===== src/rtl/game_sequencer.sv =====
// Game sequencer for a two-player ball game: IDLE -> SERVE -> PLAY -> POINT/OVER.
// All events are qualified by rising-edge pulses of frame_tick and start; all
// outputs are registered, so an event shows up at the same clk edge that samples it.
// Optional build macro: GAME_SEQ_ALT_SERVE_EN (alternate serve direction on each
// re-serve instead of serving toward the player who conceded).
module game_sequencer #(
  parameter int unsigned WIN_SCORE    = 7,
  parameter int unsigned SERVE_FRAMES = 60,
  parameter int unsigned POINT_FRAMES = 90
) (
  input  logic       clk,
  input  logic       reset,
  input  logic       frame_tick,
  input  logic       start,
  input  logic       goal_left,
  input  logic       goal_right,
  output logic       ball_run,
  output logic       ball_load,
  output logic       serve_dir,
  output logic [3:0] score_p1,
  output logic [3:0] score_p2,
  output logic [2:0] winner,
  output logic [2:0] state
);

  typedef enum logic [2:0] {
    IDLE  = 3'd0,
    SERVE = 3'd1,
    PLAY  = 3'd2,
    POINT = 3'd3,
    OVER  = 3'd4
  } state_e;

  localparam logic [3:0] WIN = 4'(WIN_SCORE);
  localparam logic [7:0] SF  = 8'(SERVE_FRAMES);
  localparam logic [7:0] PF  = 8'(POINT_FRAMES);

  state_e     state_q, state_d;
  logic [7:0] cnt_q, cnt_d;
  logic [3:0] p1_q, p1_d, p2_q, p2_d;
  logic [2:0] win_q, win_d;
  logic       run_q, run_d, load_q, load_d, sdir_q, sdir_d;
  logic       tick_q, start_q;
  logic       tick, start_p;
  logic [3:0] p1_inc, p2_inc;

  assign tick    = frame_tick & ~tick_q;
  assign start_p = start & ~start_q;
  // Saturating increments; WIN_SCORE <= 15 normally ends the game first.
  assign p1_inc  = (p1_q == 4'hF) ? 4'hF : p1_q + 4'd1;
  assign p2_inc  = (p2_q == 4'hF) ? 4'hF : p2_q + 4'd1;

  // State, counter, score and output registers with async active-low reset.
  always_ff @(posedge clk or negedge reset) begin
    if (!reset) begin
      state_q <= IDLE;
      cnt_q   <= '0;
      p1_q    <= '0;
      p2_q    <= '0;
      win_q   <= '0;
      run_q   <= 1'b0;
      load_q  <= 1'b0;
      sdir_q  <= 1'b0;
      tick_q  <= 1'b0;
      start_q <= 1'b0;
    end else begin
      state_q <= state_d;
      cnt_q   <= cnt_d;
      p1_q    <= p1_d;
      p2_q    <= p2_d;
      win_q   <= win_d;
      run_q   <= run_d;
      load_q  <= load_d;
      sdir_q  <= sdir_d;
      tick_q  <= frame_tick;
      start_q <= start;
    end
  end

  // Next-state logic; start_p is only honoured in IDLE/OVER, where it also
  // swallows any coincident tick.
  always_comb begin
    state_d = state_q;
    cnt_d   = cnt_q;
    p1_d    = p1_q;
    p2_d    = p2_q;
    win_d   = win_q;
    run_d   = run_q;
    load_d  = 1'b0;
    sdir_d  = sdir_q;
    case (state_q)
      IDLE, OVER: begin
        if (start_p) begin
          state_d = SERVE;
          p1_d    = '0;
          p2_d    = '0;
          win_d   = '0;
          run_d   = 1'b0;
          load_d  = 1'b1;
          sdir_d  = 1'b0;
          cnt_d   = SF;
        end
      end
      SERVE: begin
        if (tick) begin
          if (cnt_q != 8'd0) cnt_d = cnt_q - 8'd1;
          else begin
            state_d = PLAY;
            run_d   = 1'b1;
          end
        end
      end
      PLAY: begin
        // Simultaneous goals are treated as no score.
        if (tick && (goal_left ^ goal_right)) begin
          run_d = 1'b0;
          cnt_d = PF;
          if (goal_right) begin
            p1_d = p1_inc;
`ifndef GAME_SEQ_ALT_SERVE_EN
            sdir_d = 1'b1;
`endif
            if (p1_inc == WIN) begin
              state_d = OVER;
              win_d   = 3'd1;
            end else state_d = POINT;
          end else begin
            p2_d = p2_inc;
`ifndef GAME_SEQ_ALT_SERVE_EN
            sdir_d = 1'b0;
`endif
            if (p2_inc == WIN) begin
              state_d = OVER;
              win_d   = 3'd2;
            end else state_d = POINT;
          end
        end
      end
      POINT: begin
        if (tick) begin
          if (cnt_q != 8'd0) cnt_d = cnt_q - 8'd1;
          else begin
            state_d = SERVE;
            load_d  = 1'b1;
            cnt_d   = SF;
`ifdef GAME_SEQ_ALT_SERVE_EN
            sdir_d  = ~sdir_q;
`endif
          end
        end
      end
      default: state_d = IDLE;
    endcase
  end

  assign ball_run  = run_q;
  assign ball_load = load_q;
  assign serve_dir = sdir_q;
  assign score_p1  = p1_q;
  assign score_p2  = p2_q;
  assign winner    = win_q;
  assign state     = state_q;

endmodule


===== config.mk =====
export PLATFORM = sky130hd
export DESIGN_NAME = game_sequencer
export DESIGN_NICKNAME = d
export VERILOG_FILES = /design/src/rtl/game_sequencer.sv
export SDC_FILE = /design/constraint.sdc
export NUM_CORES = 1
export LEC_CHECK = 0
export ABC_AREA = 1
export BUFFER_PORTS_ARGS = -buffer_cell sky130_fd_sc_hd__buf_4
export CORE_ASPECT_RATIO = 1.5
export CORE_UTILIZATION = 36
export CTS_CLUSTER_DIAMETER = 80
export DETAILED_ROUTE_END_ITERATION = 16
export PLACE_DENSITY = 0.59
export SYNTH_ARGS = -nofsm -noshare
export SYNTH_HDL_FRONTEND = slang
export SYNTH_SLANG_ARGS = --single-unit

===== constraint.sdc =====
create_clock -name clk -period 2.3 [get_ports clk]
set_input_delay 0.46 -clock clk [delete_from_list [all_inputs] [get_ports clk]]
set_output_delay 0.46 -clock clk [all_outputs]
set_load 0.02 [all_outputs]

* Yosys cells after proc, flatten, opt, wreduce, memory -nomap -nowiden
Cells that the tools add are included.
Cells by class: bitwise operators 5, multiplexer cells 44, $add $sub $neg 3, reductions and logical operators 14, equal/unequal tests 19
Operators with widths (number):
- 2-to-1 mux 8 bit | 6
- 2-to-1 mux 3 bit | 14
- case mux 8 bit (4 select lines) | 1
- 2-to-1 mux 4 bit | 7
- != test 2 bit, second input constant | 9
- case mux 4 bit (2 select lines) | 2
- case mux 3 bit (4 select lines) | 1
- AND reduction 6 bit | 2
- AND reduction 5 bit | 2
- 2-to-1 mux 1 bit | 9
- adder 4 x 1 -> 4 bit, second input constant | 2
- == test 4 x 3 -> 1 bit, second input constant | 2
- == test 4 bit, second input constant | 2
- AND reduction 4 bit | 2
- nonzero test 8 bit | 1
- subtractor 8 x 1 -> 8 bit, second input constant | 1
- == test 3 x 2 -> 1 bit, second input constant | 2
- != test 3 bit, second input constant | 2
- case mux 3 bit (2 select lines) | 1
- case mux 1 bit (2 select lines) | 2
- nonzero test 4 bit | 1
- == test 3 x 1 -> 1 bit, second input constant | 1
- == test 3 bit, second input constant | 1
- zero test 3 bit | 1
- other kinds (9) | 11
Storage, ports and cells: input port bits 6, flip-flop bits (word level) 27, output and inout bits 17, word-level logic and storage cells 95

* Longest topological paths before layout
depth after elaboration 7, depth in mapped cells 11, depth with buffers taken out 11

* Least setup slack after synthesis
OpenSTA, ideal clock, no wires.
path kind register -> register, start register p2_q[0], in the netlist score_p2[0], end register win_q[0], in the netlist winner[0], setup slack 0.680 ns, library setup time 0.117 ns, stages on the path, launching flop included 10, path buffers 0, clock period less this slack 1.620 ns, arrival 1.503 ns, cells stage by stage dfrtp_1 -> ha_1 -> nand2_1 -> nand2_1 -> o21ai_0 -> nand3_1 -> nand3_1 -> nand2_1 -> nand2_1 -> nand2_1
On the way: longest elaborated chain between the ends 5, elaborated cells on any way between the ends 6, classes of those cells add/sub (1); eq/ne (3); mux (1); reduce/logical (1)
Ends and longest elaborated chain:
- start, declared | RTL line 40 | logic [3:0] p1_q, p1_d, p2_q, p2_d;
- start signal, assigned | RTL line 70 | p2_q <= p2_d;
- adder 4 x 1 -> 4 bit or == test 4 bit (tied branches) | RTL line 51 | assign p2_inc = (p2_q == 4'hF) ? 4'hF : p2_q + 4'd1;
- 2-to-1 mux 4 bit (*) | RTL line 51
- == test 4 x 3 -> 1 bit (*) | RTL line 132 | if (p2_inc == WIN) begin
- != test 3 bit (no line) (*)
- AND reduction 5 bit (no line) (*)
- end signal, assigned | RTL line 71 | win_q <= win_d;
- end, declared | RTL line 41 | logic [2:0] win_q, win_d;
Mark *: on every way between the ends. The rest lies on a longest branch, timed or not. A chain may end at the register's enable or synchronous reset.

* Worst setup path in the final report
Same ends and word-level chain as after synthesis.

==> flow_summary.json <==
{
  "groute.layer.met3.usage_pct": 1.387,
  "post_place_cell_area_um2": 1832,
  "wl_per_cell_um": 12.26,
  "synth_top_cells_by_count": "sky130_fd_sc_hd__nand2_1, sky130_fd_sc_hd__inv_1, sky130_fd_sc_hd__dfrtp_1, sky130_fd_sc_hd__nand3_1, sky130_fd_sc_hd__nor2_1",
  "grt_antenna_before_repair": 0,
  "top_usage_layer": "met2",
  "ys.warnings.count": 0,
  "grt_pass1_wl_mm": 6.196,
  "met2_usage_pct": 31.44,
  "std_cell_rows": 29,
  "leakagePower_nw": 0.9764,
  "cts-resized-gates": 0,
  "timing.critical_path.to_type": "register",
  "clock_sinks": 26,
  "syn-instance-count": 231,
  "critical-path-top-delay-family": "simple AND/OR/NAND/NOR gates",
  "synth-seq-area-share_pct": 39.97,
  "path_class": "register to register",
  "portBuffers": 21,
  "power_density_nw_per_um2": 1285,
  "crit_fanout": 6,
  "number_of_global_route_vias_before_repair": 1448,
  "dpl.hpwl_mm": 2.880,
  "drc_errors": 0,
  "final_cell_area_um2": 1887,
  "finalNetCount": 265,
  "core_region_area_um2": 4282,
  "cts-root-buf": "sky130_fd_sc_hd__clkbuf_8",
  "x_dimension_of_the_die_um": 56.91,
  "grt_max_degree": 27,
  "groute.layer.met1.usage_pct": 17.54,
  "cts-hold-fix-buffers": 0,
  "fmaxAchievable_mhz": 552.1,
  "worst-endpoint-required_ns": 2.47,
  "synth_mux_area_share_pct": 0,
  "critical_path.startpoint_type": "register",
  "synth.lib_cells_used.distinct": 26,
  "num_antenna_cells": 0,
  "cts.path.max_buffers": 2,
  "dp_slack_ns": 0.5042,
  "die_y_um": 84.36,
  "crit_path_max_incr_delay_ns": 0.45,
  "route.antenna.remaining_nets": 0,
  "clock_pin_transition_on_the_worst_setup_and_hold_timing_paths_ns": 0.09,
  "maxSlewViolCount": 0,
  "ctsHtreeMaxLevel": 1,
  "globalRouteOverflowTotal": 0,
  "regToRegEndpoint": "winner[0]",
  "synth_top_area_share_pct": 39.97,
  "synth_flop_cell": "sky130_fd_sc_hd__dfrtp_1",
  "seq_area_um2": 650.6,
  "overall_global_routing_usage_pct": 16.37,
  "synth_area_per_cell_um2": 7.047,
  "io-pin-count": 23,
  "layout_min_cycle_time_ns": 1.811,
  "setup-tns-final_ns": 0,
  "cts_inserted_buffers": 3,
  "postSynth.asyncResetShare_pct": 100.0,
  "synthXorXnorAreaFrac_pct": 1.076,
  "cts.repair_timing.setup_buffer_count": 0,
  "critical_path.slowest_cell": "sky130_fd_sc_hd__dfrtp_1",
  "worst_clock_skew_ns": 0.004775,
  "synth_simple_gate_area_share_pct": 35.97,
  "ys_ff_latch": 26,
  "vdd_ir_drop_max_mv": 0.6409,
  "finish.utilization_pct": 44.07,
  "fp.dieArea_um2": 4800,
  "timing.hold.worst.class": "input pin to async pin",
  "final.period_utilization_pct": 78.75,
  "drive_gt1_share_pct": 16.86,
  "timing_hold_violations_final": 0,
  "yosys-top-cells-area": "sky130_fd_sc_hd__dfrtp_1, sky130_fd_sc_hd__nand2_1, sky130_fd_sc_hd__inv_1, sky130_fd_sc_hd__nand3_1, sky130_fd_sc_hd__nor2_1",
  "combinational_family_with_the_most_area_after_synthesis": "simple AND/OR/NAND/NOR gates",
  "setup_viol": 0,
  "synth-edff-count": 0,
  "cts_tree": "done",
  "path_cells": "ha_1, nand2_1, nand2_1, o21ai_0, nand3_1, nand3_1, nand2_1, nand2_1, nand2_1",
  "synthToLayoutAreaGrowth_pct": 15.91,
  "synth_fa_ha_area_share_pct": 2.306,
  "gp_routability_congestion": 0.8863,
  "synth_fp_nets": 240,
  "most_numerous_cell_in_the_yosys_netlist": "sky130_fd_sc_hd__nand2_1",
  "crit-reg2reg-launch": "score_p2[0]",
  "first_iter_violations": 26,
  "detail_route.vias_per_cell": 4.910,
  "critPathBufInv": 0,
  "critical-path-top-cell-by-count": "sky130_fd_sc_hd__nand2_1",
  "fillers": 468,
  "post-route-worst-setup-slack_ns": 0.4887,
  "worst_skew_pair_later_pin_latency_ns": 0.27,
  "vias": 1478,
  "starting_density_of_the_core_pct": 38.02,
  "setup.reg_to_reg.worst_slack_ns": 0.49,
  "detail_route.first_pass.iterations": 4,
  "rsz0062_at_grt": "no",
  "max_cap_viol_count": 0,
  "synth_area_um2": 1628,
  "drt_wl_total_mm": 3.690,
  "timing.critical_path.arrival_ns": 1.98,
  "status": "finished, final reports clean",
  "multiInputGateArea_um2": 815.8,
  "compound_cell_area_share_of_the_yosys_netlist_pct": 10.53,
  "yosysTopAreaCell": "sky130_fd_sc_hd__dfrtp_1",
  "worstRegToRegCells": 9
}
placed cells by master (no fill, tap or decap), types with 4 or more instances in the layout:
| cell | count |
|---|---|
| sky130_fd_sc_hd__dfrtp_1 | 26 |
| sky130_fd_sc_hd__inv_1 | 36 |
| sky130_fd_sc_hd__clkbuf_8 | 4 |
| sky130_fd_sc_hd__a21oi_1 | 4 |
| sky130_fd_sc_hd__o21ai_0 | 9 |
| sky130_fd_sc_hd__buf_4 | 22 |
| sky130_fd_sc_hd__o21ai_2 | 5 |
| sky130_fd_sc_hd__nand2_1 | 79 |
| sky130_fd_sc_hd__nor2_1 | 19 |
| sky130_fd_sc_hd__nand3_1 | 24 |
final cells by class:
type	instances	share of cell area, %
Multi-Input combinational cell	165	43.24
Sequential cell	26	34.48
Timing Repair Buffer	22	8.753
Inverter	38	7.560
Tap cell	46	3.050
Clock buffer	4	2.918
routing by layer:
metal / vias to the layer above / wire length, um
met2: 21 / 1997
met4: 0 / 82
li1: 766 / -
met1: 684 / 1537
met5: - / 0
met3: 7 / 72
flip-flops by register name, indices dropped and copies added (netlist names):
signal and flops:
cnt_q 8, start_q 1, tick_q 1, score_p2 4, state 3, ball_run 1, winner 2, serve_dir 1
ball_load 1, score_p1 4
metrics by stage:
stage / std cells / hold WS, ns / power, mW
detailed placement: 297 / 0.3921 / 2.143
CTS: 301 / 0.08168 / 2.455
global placement: 297 / 0.3936 / 2.143
floorplan: 231 / 0.1644 / 1.778
finish: 301 / 0.07492 / 2.424
global route: 301 / 0.1022 / 2.658
worst max-delay path by stage:
stage                     slack (ns)         from  cells after the start        end
after floorplan                 0.68  score_p2[0]                      9  winner[0]
after global placement          0.50     cnt_q[0]                      9   state[0]
after detailed placement        0.50   frame_tick                     10   cnt_q[3]
after CTS                       0.49     cnt_q[0]                      9   state[0]
after global routing            0.26     cnt_q[0]                      9   state[0]
final                           0.49  score_p2[0]                      9  winner[0]
power breakdown:
group          switching [mW]  internal (mW)
clock                   0.146          0.153
combinational           0.879          0.477
sequential              0.167          0.603
total                    1.19           1.23
logic make-up after synthesis:
logic type | count (synthesis)
and+or+nand+nor | 133
buffers and inverters | 40
AOI/OAI and AO/OA | 26
DFF | 26
adders and majority gates | 3
xor gates and xnor gates | 2
other | 1
Note: power is estimated with default switching activity, not from simulation.
